[src/rtl/processor_core_if.sv]
// processor_core_if: operand/result bundle for the packed-SIMD add/sub unit.
// The master drives operands; the slave (the unit) returns registered results.
interface processor_core_if #(
  parameter int WORDSIZE = 64,
  parameter int SIZE     = 32
);
  localparam int LANES = WORDSIZE / SIZE;

  logic                in_valid;
  logic [WORDSIZE-1:0] num1;
  logic [WORDSIZE-1:0] num2;
  logic                operation_in;
  logic [WORDSIZE-1:0] result;
  logic                out_valid;
  logic [LANES-1:0]    carry_out;

  modport master (
    output in_valid,
    output num1,
    output num2,
    output operation_in,
    input  result,
    input  out_valid,
    input  carry_out
  );

  modport slave (
    input  in_valid,
    input  num1,
    input  num2,
    input  operation_in,
    output result,
    output out_valid,
    output carry_out
  );
endinterface

[src/rtl/processor_core.sv]
// processor_core: registered packed-SIMD unsigned add/subtract, 1-cycle latency.
// Optional macro PROCESSOR_SAT_EN enables per-lane unsigned saturation.
module processor_core #(
  parameter int WORDSIZE = 64,
  parameter int SIZE     = 32
) (
  input logic               clk,
  input logic               rst,
  processor_core_if.slave   bus
);
  localparam int LANES = WORDSIZE / SIZE;

  logic [WORDSIZE-1:0] result_d, result_q;
  logic [LANES-1:0]    carry_d, carry_q;
  logic                valid_q;

  // Each lane computes on SIZE+1 bits; the top bit is carry or borrow.
  for (genvar i = 0; i < LANES; i++) begin : g_lane
    logic [SIZE:0] a;
    logic [SIZE:0] b;
    logic [SIZE:0] s;

    assign a = {1'b0, bus.num1[i*SIZE +: SIZE]};
    assign b = {1'b0, bus.num2[i*SIZE +: SIZE]};
    assign s = bus.operation_in ? (a - b) : (a + b);
    assign carry_d[i] = s[SIZE];

`ifdef PROCESSOR_SAT_EN
    logic [SIZE-1:0] sat;
    assign sat = bus.operation_in ? {SIZE{1'b0}}
                                  : {SIZE{1'b1}};
    assign result_d[i*SIZE +: SIZE] = s[SIZE] ? sat
                                              : s[SIZE-1:0];
`else
    assign result_d[i*SIZE +: SIZE] = s[SIZE-1:0];
`endif
  end

  // Data registers load only on in_valid so idle operands never leak in.
  always_ff @(posedge clk) begin
    if (rst) begin
      result_q <= '0;
      carry_q  <= '0;
      valid_q  <= 1'b0;
    end else begin
      valid_q <= bus.in_valid;
      if (bus.in_valid) begin
        result_q <= result_d;
        carry_q  <= carry_d;
      end
    end
  end

  assign bus.result    = result_q;
  assign bus.carry_out = carry_q;
  assign bus.out_valid = valid_q;
endmodule

[src/flat_wrapper.sv]
// flat-port wrapper written by rule: the top's interface ports become plain ports
module processor_core_flat 
#(
  parameter int WORDSIZE = 64,
  parameter int SIZE     = 32
)
  (clk, rst, bus_in_valid, bus_num1, bus_num2, bus_operation_in, bus_result, bus_out_valid, bus_carry_out);
  processor_core_if #(.WORDSIZE(WORDSIZE), .SIZE(SIZE)) bus_i ();
  input logic clk;
  input logic rst;
  input wire logic [$bits(bus_i.in_valid)-1:0] bus_in_valid;
  input wire logic [$bits(bus_i.num1)-1:0] bus_num1;
  input wire logic [$bits(bus_i.num2)-1:0] bus_num2;
  input wire logic [$bits(bus_i.operation_in)-1:0] bus_operation_in;
  output wire logic [$bits(bus_i.result)-1:0] bus_result;
  output wire logic [$bits(bus_i.out_valid)-1:0] bus_out_valid;
  output wire logic [$bits(bus_i.carry_out)-1:0] bus_carry_out;
  assign bus_i.in_valid = bus_in_valid;
  assign bus_i.num1 = bus_num1;
  assign bus_i.num2 = bus_num2;
  assign bus_i.operation_in = bus_operation_in;
  assign bus_result = bus_i.result;
  assign bus_out_valid = bus_i.out_valid;
  assign bus_carry_out = bus_i.carry_out;
  processor_core #(.WORDSIZE(WORDSIZE), .SIZE(SIZE)) u_core (.clk(clk), .rst(rst), .bus(bus_i));
endmodule
[config.mk]
export PLATFORM = sky130hd
export DESIGN_NAME = processor_core_flat
export DESIGN_NICKNAME = d
export VERILOG_FILES = /design/src/rtl/processor_core_if.sv /design/src/rtl/processor_core.sv /design/src/flat_wrapper.sv
export SDC_FILE = /design/constraint.sdc
export NUM_CORES = 1
export LEC_CHECK = 0
export ABC_AREA = 1
export BUFFER_PORTS_ARGS = -buffer_cell sky130_fd_sc_hd__clkbuf_2
export CAP_MARGIN = 5
export CORE_ASPECT_RATIO = 0.5
export CORE_MARGIN = 10
export CORE_UTILIZATION = 55
export CTS_BUF_LIST = sky130_fd_sc_hd__clkbuf_4
export CTS_CLUSTER_DIAMETER = 120
export DETAILED_ROUTE_END_ITERATION = 7
export HOLD_SLACK_MARGIN = 0.08
export PLACE_DENSITY = 0.8
export SYNTH_ARGS = -nofsm -noshare
export SYNTH_HDL_FRONTEND = slang
export SYNTH_SLANG_ARGS = --single-unit
[constraint.sdc]
create_clock -name clk -period 3.1 [get_ports clk]
set_input_delay 0.465 -clock clk [delete_from_list [all_inputs] [get_ports clk]]
set_output_delay 0.465 -clock clk [all_outputs]
set_load 0.05 [all_outputs]
==> out/metrics.csv, run 1 <==
metric,value,unit
vias per std cell,4.84,
Pwr Density,377,nW/um^2
CTS Sinks,67,
Starting DRT DRC Count,891,
RSZ-0062 raised after global routing,no,
YS warnings,0,
initial antenna violation count,3,
DR pass1 iterations,5,
DP HPWL,25600,um
CP Capture Type,register,
Synth cell types,41,
worst-skew pair later-pin latency,0.47,ns
Routed Antenna Nets,0,
min-delay worst type,in2reg,
WHS Endpoint,u_core.bus.result[32],
"Arr. time, crit path",3.16,ns
Max VDD drop,0.244,mV
FILL cells,1706,
most frequent cells in the layout,"nand2_1 (578), inv_1 (375), nor2_1 (262)",
DR vias,10833,
Tcrit/Tclk final,0.891,
cts repair resizes,0,
final net count,2205,
I/O Pins,199,
startpoint types,input pin,
clock tree buffer depth,2,
Post-CTS Setup Inserts,0,
Synth area leader,nand2_1,
overall global routing resource usage,0.261,
Yosys top cell area share,0.233,
Starting Density,0.564,
cells after synthesis,1758,
flop-to-flop setup slack,2.31,ns
path depth of the worst reg2reg path,2,
hold depth,3,
setup violators final,0,
Setup CP Type,in2reg,
final number of max-transition violations,0,
CP max stage cell,ha_1,
Final Hold Viols,0,
DP Worst Slack,-0.0678,ns
"Seq/Total Area, Yosys",0.144,
Clock transition at path regs,0.14,ns
drt wl/cell,13.6,um
worst slew pin tran,0.947,ns
syn nets,1958,
Inst Count DP,2221,
"Max FO, Critical Path",4,
"commonest non-fill, non-tap cell in the layout",nand2_1,
Leakage Power,7.12,nW
"critical path, cell by cell","clkbuf_2, inv_1, ha_1, nand3_1, nor2_4, nand2_2, o21ai_0, xor2_1, ha_1, buf_4, nand2_1, nand2_1, inv_1, nand2_1, a21oi_1, nand2_1, nand2_1, nand2_1, nand2_1, nand3_1, nand2_1, inv_1",
Inserted Clock Buffers,9,
global route overflow,0,
Hold WS,0.304,ns
critical path's top delay family,simple AND/OR/NAND/NOR gates,
"flops & latches, synth",67,
root buffer cell,clkbuf_4,
Worst Skew,0,ns
mapped cell area,9300,um^2
area delta synth->final,19.7,%
chip height,112,um
"Worst Setup Slack, final",0.338,ns
# hold bufs at CTS,0,
worst path bufs/invs,5,
max-cap violations,0,
PortBufs,198,
min cycle time layout,2.76,ns
Worst path most repeated cell,nand2_1,
final std cells w/o fill,2240,
Post-Route Utilization,0.675,
status,"complete, no violations",
Chip Width,204,um
htree depth,3,
CTS tree,done,
Cell Rows,33,
first-pass GRT wire length,49400,um
largest net degree at the start of global routing,58,
relative slew slack,0.368,
FF-to-FF Start,u_core.bus.result[28],
Die ar.,22800,um^2
min-delay src,bus_num2[32],
fmax,0.362,GHz
Register Area,1340,um^2
Area contributors post-synth,"nand2_1 (23%), inv_1 (15%), dfxtp_1 (14%)",
area of the multi-input gates,6400,um^2
DRC violations left,0,
Core Region,16500,um^2
Slowest Stage Delay on Critical Path,0.33,ns
vias in the first global route,10047,
GPL Wtd Cong,1.01,
"Data required, critical path",3.49,ns
final setup TNS,0,ns
Reg2Reg Capture Point,u_core.bus.result[28],
share of post-route cells with drive strength above 1,0.159,
syn avg cell area,5.29,um^2
total routed wirelength,30400,um
==> kinds of logic (layout without fill, tap and decap cells) <==
logic type | after synthesis | count (layout) | share of synthesized area
and+or+nand+nor | 1003 | 1003 | 0.442
buffers and inverters | 412 | 664 | 0.167
AOI/OAI and AO/OA | 124 | 124 | 0.0742
xor gates and xnor gates | 84 | 84 | 0.0791
adders and majority gates | 68 | 68 | 0.0931
DFF | 67 | 67 | 0.144
other | 0 | 3 | 0
==> synth_stat cells, drive strengths merged <==
library cell / n
nor4: 5
ha: 66
o21bai: 4
o211ai: 1
nand3b: 6
nand3: 100
a21o: 2
fa: 2
o31ai: 3
buf: 9
nor2: 275
clkinv: 1
xor2: 63
o21a: 1
and3: 2
inv: 383
o21ai: 59
nor3: 13
dfxtp: 67
clkbuf: 19
and2: 6
a21oi: 52
or2: 2
a31oi: 2
nand2: 585
nand4: 9
xnor2: 21
==> routing by layer <==
metal	vias to the layer above	GRT usage	part of all wire
met2	318	0.441	0.46
met3	33	0.0399	0.072
li1	5765	-	-
met1	4717	0.344	0.45
met4	0	0.0539	0.013
met5	-	0	0
==> how the worst max path moves through the flow <==
stage	startpoint	to	slack [ns]	cells after the start
global route	bus_num2[0]	u_core.bus.result[28]	0.08	22
CTS	bus_num2[0]	u_core.bus.result[23]	0.39	22
finish	bus_num2[0]	u_core.bus.result[23]	0.34	22
detailed placement	bus_num2[0]	u_core.bus.result[23]	-0.07	22
global placement	bus_num2[0]	u_core.bus.result[23]	-0.04	22
floorplan	bus_num2[0]	u_core.bus.result[28]	0.26	20
==> registers in the layout (all words and copies together) (netlist names) <==
register              count
u_core.bus.out_valid      1
u_core.bus.carry_out      2
u_core.bus.result        64
==> through the flow <==
stage                     total power [mW]  instance area, um^2
after CTS                             4.17                11100
after floorplan                       2.74                 9300
final                                 4.19                11100
after global placement                3.48                11000
after global routing                  4.53                11100
after detailed placement              3.50                11000
==> worst min-delay path: cells and delay by family <==
kind / cells / cell delay [ns]
fa+ha+maj: 1 / 0.12
compound gates: 1 / 0.05
buf+inv: 1 / 0.10
==> report_power, final <==
part	switching, mW	internal [mW]	leakage [nW]
Sequential	0.0577	0.961	0.557
Clock	0.419	0.249	0.0706
Combinational	1.67	0.832	6.49
==> area by class of cell <==
class | instances | share of cell area
multi-input combinational | 1279 | 0.576
timing repair buffer | 264 | 0.135
inverter | 384 | 0.130
sequential | 67 | 0.121
tap | 227 | 0.0255
clock inverter | 7 | 0.00675
clock buffer | 9 | 0.00607
antenna | 3 | 0.000675
(Power assumes the default switching activity.)
==> run 2: changes to the inputs <==
--- a/config.mk
+++ b/config.mk
@@ -9,13 +9,12 @@
 export BUFFER_PORTS_ARGS = -buffer_cell sky130_fd_sc_hd__clkbuf_2
 export CAP_MARGIN = 5
 export CORE_ASPECT_RATIO = 0.5
-export CORE_MARGIN = 10
 export CORE_UTILIZATION = 55
-export CTS_BUF_LIST = sky130_fd_sc_hd__clkbuf_4
 export CTS_CLUSTER_DIAMETER = 120
 export DETAILED_ROUTE_END_ITERATION = 7
 export HOLD_SLACK_MARGIN = 0.08
 export PLACE_DENSITY = 0.8
+export RECOVER_POWER = 25
 export SYNTH_ARGS = -nofsm -noshare
 export SYNTH_HDL_FRONTEND = slang
 export SYNTH_SLANG_ARGS = --single-unit
==> run 2 against run 1 <==
  * Die area shrank 23%
  * Sequential power is essentially flat
  * Clock skew unchanged
  * Cell count is 0.18% higher
  * Critical endpoint is now u_core.bus.result[31]
  * Fmax fell by 5.0%
  * Global-route usage rose by 7.8 points
  * Largest power group unchanged
  * Flip-flop and latch count did not move
  * Clock-buffer cell count is 4 higher
  * Highest routed layer unchanged
  * Clock power rose by 63%
  * Combinational power about the same
  * Largest cell class unchanged
==> out/metrics.csv, run 2 (synthesized netlist as in run 1, its figures left out) <==
metric,value,unit
"Arr. time, crit path",3.15,ns
"commonest non-fill, non-tap cell in the layout",nand2_1,
Max VDD drop,0.325,mV
Pwr Density,409,nW/um^2
DP HPWL,23800,um
overall global routing resource usage,0.339,
worst slew pin tran,0.940,ns
Starting Density,0.566,
PortBufs,198,
DR pass1 iterations,5,
GPL Wtd Cong,1.01,
Starting DRT DRC Count,858,
vias per std cell,4.82,
final setup TNS,0,ns
hold depth,3,
DRC violations left,0,
status,"complete, no violations",
Tcrit/Tclk final,0.938,
Internal Power,2.47,mW
Largest register FFs,64,
worst path bufs/invs,6,
CP Capture Type,register,
drt wl/cell,12.8,um
# hold bufs at CTS,0,
"Max FO, Critical Path",4,
global route overflow,0,
worst-skew pair later-pin latency,0.35,ns
final std cells w/o fill,2244,
Hold WS,0.431,ns
most frequent cells in the layout,"nand2_1 (576), inv_1 (375), nor2_1 (258)",
Post-Route Utilization,0.690,
min-delay worst type,in2reg,
DP Worst Slack,-0.103,ns
final instance area,11300,um^2
min cycle time layout,2.91,ns
Clock power frac,0.236,
vias in the first global route,9570,
cell depth of the worst setup path,24,
path depth of the worst reg2reg path,4,
Design Power,4.63,mW
Core Region,16400,um^2
DR vias,10819,
switching power,2.17,mW
relative slew slack,0.373,
FF-to-FF Start,u_core.bus.result[26],
startpoint types,input pin,
Die ar.,17500,um^2
"Worst Setup Slack, final",0.192,ns
chip height,93.9,um
Clock transition at path regs,0.07,ns
WHS Endpoint,u_core.bus.result[32],
final net count,2213,
"Data required, critical path",3.34,ns
Worst path most repeated cell,nand2_1,
share of post-route cells with drive strength above 1,0.153,
min-delay src,bus_num2[32],
first-pass GRT wire length,46000,um
CP max stage cell,ha_1,
clock tree buffer depth,2,
CTS Sinks,67,
sw frac,0.468,
Slowest Stage Delay on Critical Path,0.34,ns
diodes inserted,0,
Cell Rows,33,
Inst Count DP,2228,
max-cap violations,0,
Seq pwr share,0.220,
Comb power frac,0.544,
root buffer cell,clkbuf_16,
Setup CP Type,in2reg,
Routed Antenna Nets,0,
Chip Width,186,um
Final Hold Viols,0,
Leakage Power,7.15,nW
critical path's top delay family,simple AND/OR/NAND/NOR gates,
Worst Skew,0,ns
FILL cells,1650,
DP Area,11000,um^2
initial antenna violation count,0,
CTS tree,done,
area delta synth->final,22.0,%
setup violators final,0,
fmax,0.344,GHz
"critical path, cell by cell","clkbuf_2, inv_1, nand3_1, nor2_1, buf_4, nand2_1, nor2_4, nand2_2, nand2_1, o21a_1, xor2_1, ha_1, nand2_1, inv_1, nand2_1, nand2_1, inv_1, nand2_1, a21oi_1, nand2_1, nand2_1, nand3_1, nand2_1, inv_1",
final number of max-transition violations,0,
total routed wirelength,28800,um
Reg2Reg Capture Point,u_core.bus.result[26],
htree depth,3,
flop-to-flop setup slack,2.17,ns
Inserted Clock Buffers,9,
RSZ-0062 raised after global routing,yes,
I/O Pins,199,
largest net degree at the start of global routing,58,
run 2: power groups by stage:
stage                     clock, mW  combinational, mW  sequential [mW]
final                          1.09               2.52             1.02
after global routing           1.14               2.81             1.03
after detailed placement          0               2.47             1.04
after CTS                      1.10               2.48             1.02
after global placement            0               2.46             1.03
after floorplan                   0               1.37             1.37
run 2: worst max path at each step:
stage                            from                    end  slack (ns)
final                     bus_num2[0]  u_core.bus.result[31]        0.19
after global routing      bus_num2[0]  u_core.bus.result[30]       -0.02
after CTS                 bus_num2[0]  u_core.bus.result[31]        0.24
after detailed placement  bus_num2[0]  u_core.bus.result[28]       -0.10
after global placement    bus_num2[0]  u_core.bus.result[28]       -0.09
after floorplan           bus_num2[0]  u_core.bus.result[28]        0.26
run 2: per-layer routing:
metal	track usage	vias to the layer above	wire, um
met1	0.473	4665	13800
met2	0.548	346	12200
met4	0.0895	0	651
met3	0.0430	45	2060
met5	0	-	0
li1	-	5763	-
run 2: worst min-delay path, stage by stage:
cell and delay [ns]:
clkbuf_2 0.10, ha_1 0.12, a21oi_1 0.05
run 2: layout make-up:
type	instances	area [um^2]	area share
Multi-Input combinational cell	1279	6450	0.569
Timing Repair Buffer	272	1530	0.135
Inverter	384	1440	0.127
Sequential cell	67	1340	0.118
Tap cell	227	284	0.0251
Clock buffer	13	260	0.0230
Clock inverter	2	35.0	0.00309
run 2: what timing repair did:
action	CTS	global route
gates resized for setup	0	14
endpoints found under the setup margin	0	14
buffers inserted	0	1
